===== src/rtl/block_slider.sv =====
// Sliding-block gameplay FSM: bounces the active block, trims it on drop, paces levels.
// Optional PERFECT_SNAP_EN: a drop within one pixel of the tower top keeps the full block.
module block_slider #(
   parameter int SCREEN_W   = 160,
   parameter int X_W        = 8,
   parameter int INIT_WIDTH = 40,
   parameter int START_DIFF = 8,
   parameter int MIN_DIFF   = 1,
   parameter int MAX_LEVEL  = 31
) (
   input  logic           clk,
   input  logic           resetn,
   input  logic           tick,
   input  logic           start,
   input  logic           drop,
   output logic [X_W-1:0] x_pos,
   output logic [X_W-1:0] width,
   output logic [X_W-1:0] base_x,
   output logic [X_W-1:0] base_w,
   output logic [4:0]     level,
   output logic [4:0]     difficulty,
   output logic           speed_load,
   output logic           placed,
   output logic           game_over,
   output logic           won
);
   typedef enum logic [2:0] {IDLE, SLIDE, PLACE, NEXT, OVER} state_t;

   localparam logic [X_W-1:0] ONE     = X_W'(1);
   localparam logic [X_W-1:0] INIT_W  = X_W'(INIT_WIDTH);
   localparam logic [X_W-1:0] INIT_BX = X_W'((SCREEN_W - INIT_WIDTH) / 2);
   localparam logic [X_W:0]   SCR     = (X_W + 1)'(SCREEN_W);
   localparam logic [4:0]     START_D = 5'(START_DIFF);
   localparam logic [4:0]     MIN_D   = 5'(MIN_DIFF);
   localparam logic [5:0]     MAX_L   = 6'(MAX_LEVEL);

   state_t         state, state_n;
   logic           dir, dir_n;
   logic [X_W-1:0] x_n, w_n, bx_n, bw_n;
   logic [4:0]     lvl_n, diff_n;
   logic           load_n, placed_n, won_n;

   logic [X_W:0]   right_end, base_end, ovl_r;
   logic [X_W-1:0] ovl_l, ovl_w;
   logic [5:0]     lvl_inc;
   logic           hit;

   assign right_end = {1'b0, x_pos} + {1'b0, width};
   assign base_end  = {1'b0, base_x} + {1'b0, base_w};
   assign ovl_l     = (x_pos > base_x) ? x_pos : base_x;
   assign ovl_r     = (right_end < base_end) ? right_end : base_end;
   assign hit       = ovl_r > {1'b0, ovl_l};
   assign ovl_w     = ovl_r[X_W-1:0] - ovl_l;
   assign lvl_inc   = {1'b0, level} + 6'd1;
   assign game_over = (state == OVER);

`ifdef PERFECT_SNAP_EN
   logic [X_W-1:0] dist;
   logic           perfect;
   assign dist    = (x_pos >= base_x) ? x_pos - base_x : base_x - x_pos;
   assign perfect = dist <= ONE;
`endif

   always_ff @(posedge clk) begin
      if (!resetn) begin
         state      <= IDLE;
         dir        <= 1'b1;
         x_pos      <= '0;
         width      <= INIT_W;
         base_x     <= INIT_BX;
         base_w     <= INIT_W;
         level      <= '0;
         difficulty <= START_D;
         speed_load <= 1'b0;
         placed     <= 1'b0;
         won        <= 1'b0;
      end else begin
         state      <= state_n;
         dir        <= dir_n;
         x_pos      <= x_n;
         width      <= w_n;
         base_x     <= bx_n;
         base_w     <= bw_n;
         level      <= lvl_n;
         difficulty <= diff_n;
         speed_load <= load_n;
         placed     <= placed_n;
         won        <= won_n;
      end
   end

   always_comb begin
      state_n  = state;
      dir_n    = dir;
      x_n      = x_pos;
      w_n      = width;
      bx_n     = base_x;
      bw_n     = base_w;
      lvl_n    = level;
      diff_n   = difficulty;
      load_n   = 1'b0;
      placed_n = 1'b0;
      won_n    = won;
      unique case (state)
         IDLE, OVER: begin
            if (start) begin
               state_n = SLIDE;
               dir_n   = 1'b1;
               x_n     = '0;
               w_n     = INIT_W;
               bx_n    = INIT_BX;
               bw_n    = INIT_W;
               lvl_n   = '0;
               diff_n  = START_D;
               load_n  = 1'b1;
               won_n   = 1'b0;
            end
         end
         SLIDE: begin
            // drop wins over a coincident tick so the block lands where it was seen
            if (drop) begin
               state_n = PLACE;
            end else if (tick) begin
               if (dir) begin
                  if (right_end == SCR) begin
                     dir_n = 1'b0;
                     x_n   = x_pos - ONE;
                  end else begin
                     x_n = x_pos + ONE;
                  end
               end else if (x_pos == '0) begin
                  dir_n = 1'b1;
                  x_n   = ONE;
               end else begin
                  x_n = x_pos - ONE;
               end
            end
         end
         PLACE: begin
`ifdef PERFECT_SNAP_EN
            if (perfect) begin
               placed_n = 1'b1;
               state_n  = NEXT;
            end else
`endif
            if (hit) begin
               bx_n     = ovl_l;
               bw_n     = ovl_w;
               placed_n = 1'b1;
               state_n  = NEXT;
            end else begin
               won_n   = 1'b0;
               state_n = OVER;
            end
         end
         NEXT: begin
            lvl_n = lvl_inc[4:0];
            if (lvl_inc == MAX_L) begin
               won_n   = 1'b1;
               state_n = OVER;
            end else begin
               w_n     = base_w;
               x_n     = '0;
               dir_n   = 1'b1;
               load_n  = 1'b1;
               state_n = SLIDE;
               if (difficulty > MIN_D) diff_n = difficulty - 5'd1;
            end
         end
         default: state_n = IDLE;
      endcase
   end

endmodule

===== config.mk =====
export PLATFORM = sky130hd
export DESIGN_NAME = block_slider
export DESIGN_NICKNAME = d
export VERILOG_FILES = /design/src/rtl/block_slider.sv
export SDC_FILE = /design/constraint.sdc
export NUM_CORES = 1
export LEC_CHECK = 0
export BUFFER_PORTS_ARGS = -buffer_cell sky130_fd_sc_hd__clkbuf_2
export CORE_MARGIN = 2
export CORE_UTILIZATION = 30
export CTS_CLUSTER_SIZE = 30
export DETAILED_ROUTE_END_ITERATION = 12
export GPL_ROUTABILITY_DRIVEN = 0
export PLACE_DENSITY_LB_ADDON = 0.12
export SETUP_SLACK_MARGIN = 0.1
export SYNTH_ARGS = -nofsm -noshare
export SYNTH_HDL_FRONTEND = slang
export SYNTH_SLANG_ARGS = --single-unit
export TNS_END_PERCENT = 30

===== constraint.sdc =====
create_clock -name clk -period 8.45 [get_ports clk]
set_input_delay 0.4225 -clock clk [delete_from_list [all_inputs] [get_ports clk]]
set_output_delay 0.4225 -clock clk [all_outputs]
set_load 0.02 [all_outputs]

==> flow_summary_export.csv <==
group,metric,value,unit
outcome,outcome,"finished, final reports clean",
cells_and_area,area_delta_synth_final,15.40,%
drt,dr.first_iter.drc_count,166,
power,p_switching,0.1241,mW
die,die_w,117.3,um
power,pwr-share-comb,0.067,
die,coreArea,12570,um2
worst_setup_path,startpoint_type,"flop",
sta,rsz0062_at_grt,"false",
die,die_h,117.3,um
cts,cts_buffer_depth,2,
placement,dp_hpwl,9.063,mm
synth,ys_seq_area_frac,0.2547,
synth,ys.flop_type,"dfxtp_1",
drt,totalWireLength,11.63,mm
power,peakVddDrop,0.0001173,V
worst_setup_path,r2r-end,"base_x[4]",
grt,grt.met2_usage,0.2683,
synth,yosysUniqueCellTypes,51,
power,sequentialPowerShare,0.459,
sta,slew_headroom,0.3177,
worst_setup_path,cp-end-kind,"flop",
run,cap_violations,0,
placement,io_buffers,50,
power,clkPwrFrac,0.474,
power,powerDensity,116.3,nW/um2
cells_and_area,nNetsFinal,576,
sta,period_share,0.7376,
sta,setup_viol,0,
worst_setup_path,arrival,6.47,ns
sta,tightest_slew,1.023,ns
cts,numClockSinks,49,
cells_and_area,multi_input_area,2690,um2
cts,cts_resized,0,
sta,fin_skew,0.008118,ns
cts,cts_setup_buffers,0,
grt,grt_antenna_before_repair,0,
cts,cts_tree,"done",
worst_setup_path,critPathKind,"flop to flop",
cells_and_area,drive_above_1_share,0.1590,
synth,async_flop_share,0,
cells_and_area,final_common_cell,"clkbuf_2",
grt,grt_pass1_vias,3369,
synth,syn_nets,533,
die,dieArea,13760,um2
drt,drc,0,
grt,met1_usage,0.2446,
synth,ys_ff_latch,49,
cells_and_area,register_area,980.9,um2
drt,wl_per_cell,16.75,um
synth,yosys_warnings,0,
cts,clk_latency,0.31,ns
grt,grt_first_pass_wirelength,18.64,mm
drt,firstDrtPassIters,4,
worst_setup_path,reg2reg_depth,23,
cells_and_area,fin_util,0.3536,
synth,synth_edf_count,0,
power,power,0.5168,mW
power,swShare,0.2401,
cts,htreeDepth,2,
worst_setup_path,critPathRequiredTime,8.69,ns
cells_and_area,fillers,1359,
worst_setup_path,worst-path-max-fanout,25,
hold_path,worst_hold_startpoint,"difficulty[1]",
power,power.internal,0.3927,mW
hold_path,holdPathEnd,"difficulty[1]",
cts,cts_made_buffers,5,
power,power_leakage,2.019,nW
sta,hold_viol,0,
grt,grt_overflow,0,
sta,fin_crit,6.233,ns
synth,netlist_instances,478,
cts,ctsHoldBuffers,0,
drt,num_vias,3499,
sta,maxSlewViolCount,0,
synth,syn_area,3851,um2
hold_path,worstHoldPathCells,2,
sta,fmax,160.4,MHz
cells_and_area,final_cell_mix,"clkbuf_2 (50), dfxtp_1 (49), ha_1 (47)",
grt,grt_max_degree,29,
cts,clk_pin_slew,0.07,ns
cells_and_area,diodes,0,
drt,ant_nets,0,
synth,synth.avg_cell_area,8.057,um2
drt,viasPerCell,5.042,
worst_setup_path,rrSetupSlack,2.22,ns
die,start_util,0.3064,
grt,grt_usage,0.1718,
worst_setup_path,r2r-start,"base_w[1]",
die,row_count,41,
hold_path,hold_class,"flop to flop",
grt,busiest_layer,"met2",
sta,fin_tns_setup,0,ns
grt,grt_util_met3,0.03307,
cts,cts-root-buf,"clkbuf_16",
sta,whs,0.4865,ns
die,io_pins,51,
-- worst max-delay path by stage --
stage	slack [ns]	cells after the start	from	endpoint
6_report	2.22	23	base_w[1]	base_x[4]
4_1_cts	2.26	23	base_x[1]	base_w[3]
2_1_floorplan	3.34	24	base_x[1]	base_x[5]
3_3_place_gp	2.40	23	base_x[1]	base_x[2]
3_5_place_dp	2.29	23	base_x[1]	base_x[3]
5_1_grt	1.57	23	base_w[1]	base_x[4]
-- power by group through the flow --
stage / Sequential, mW / Combinational [mW] / Clock [mW]
finish: 0.237 / 0.0348 / 0.245
global route: 0.238 / 0.0393 / 0.261
CTS: 0.237 / 0.0355 / 0.251
detailed placement: 0.243 / 0.0353 / 0
global placement: 0.243 / 0.0352 / 0
floorplan: 0.244 / 0.0224 / 0
-- metal layers --
layer  up-vias  routed length [um]
met2        54                5204
li1       1782                   -
met4         0                 124
met5         -                   0
met3        10                 360
met1      1653                5936
-- final cells by class --
type / instances / area share
Multi-Input combinational cell: 379 / 0.6053
Sequential cell: 49 / 0.2207
Timing Repair Buffer: 50 / 0.05631
Tap cell: 172 / 0.04842
Clock buffer: 7 / 0.03209
Inverter: 36 / 0.03041
Clock inverter: 1 / 0.006757
-- cells by family after synthesis --
group	after synthesis	synth area share
flops	49	0.2547
simple gates	169	0.2287
compound gates	116	0.1881
fa+ha+maj	50	0.1683
mux	24	0.06563
buf+inv	50	0.04906
xor+xnor	20	0.04548
-- stage by stage --
stage	setup slack (ns)	std cells	instance area (um2)
6_report	2.217	694	4444
4_1_cts	2.256	694	4444
3_5_place_dp	2.292	686	4272
5_1_grt	1.569	694	4444
2_1_floorplan	3.341	478	3851
3_3_place_gp	2.400	686	4272
-- Yosys cell counts (all sizes together) (2+ instances only) --
master	instances	area, um2
dfxtp	49	980.9
ha	47	588.1
a21oi	46	237.7
inv	35	131.4
nor2	35	131.4
o21ai	30	150.1
nand2	29	108.9
nand3	24	120.1
mux2i	14	140.1
clkbuf	13	48.80
nor3	13	65.06
a21o	11	82.58
and3	11	70.07
mux2	10	112.6
nand2b	10	62.56
or3	10	62.56
xnor2	10	87.58
xor2	10	87.58
nor2b	8	50.05
or2	8	50.05
a31oi	6	37.54
nand4	5	31.28
o21a	5	37.54
and2	4	25.02
nor4	4	40.04
fa	3	60.06
nor3b	3	22.52
o21bai	3	22.52
a21boi	2	15.01
nand3b	2	15.01
o211ai	2	15.01
-- sequential cells by signal, indices dropped and copies added (netlist names) --
name and count:
base_w 8, base_x 8, difficulty 5, dir 1
level 5, placed 1, speed_load 1, state 3
width 8, won 1, x_pos 8
-- worst max-delay path, stage by stage, from the launching register on --
cell and delay (ns):
dfxtp_1 0.45, ha_1 0.28, a21o_1 0.18, a21oi_1 0.23, o21bai_1 0.10, a21oi_1 0.25
o21bai_1 0.09, a21oi_1 0.17, xor2_1 0.24, ha_1 0.29, and4_1 0.22, a21oi_1 0.13
o21ai_0 0.11, a21oi_2 0.49, mux2_2 0.43, ha_1 0.30, nor2b_1 0.13, o21ai_0 0.24
a21oi_1 0.12, o21ai_0 0.26, a21oi_1 0.14, o21ai_2 0.82, mux2_2 0.42, nand2_1 0.06
(Power assumes the default switching activity.)
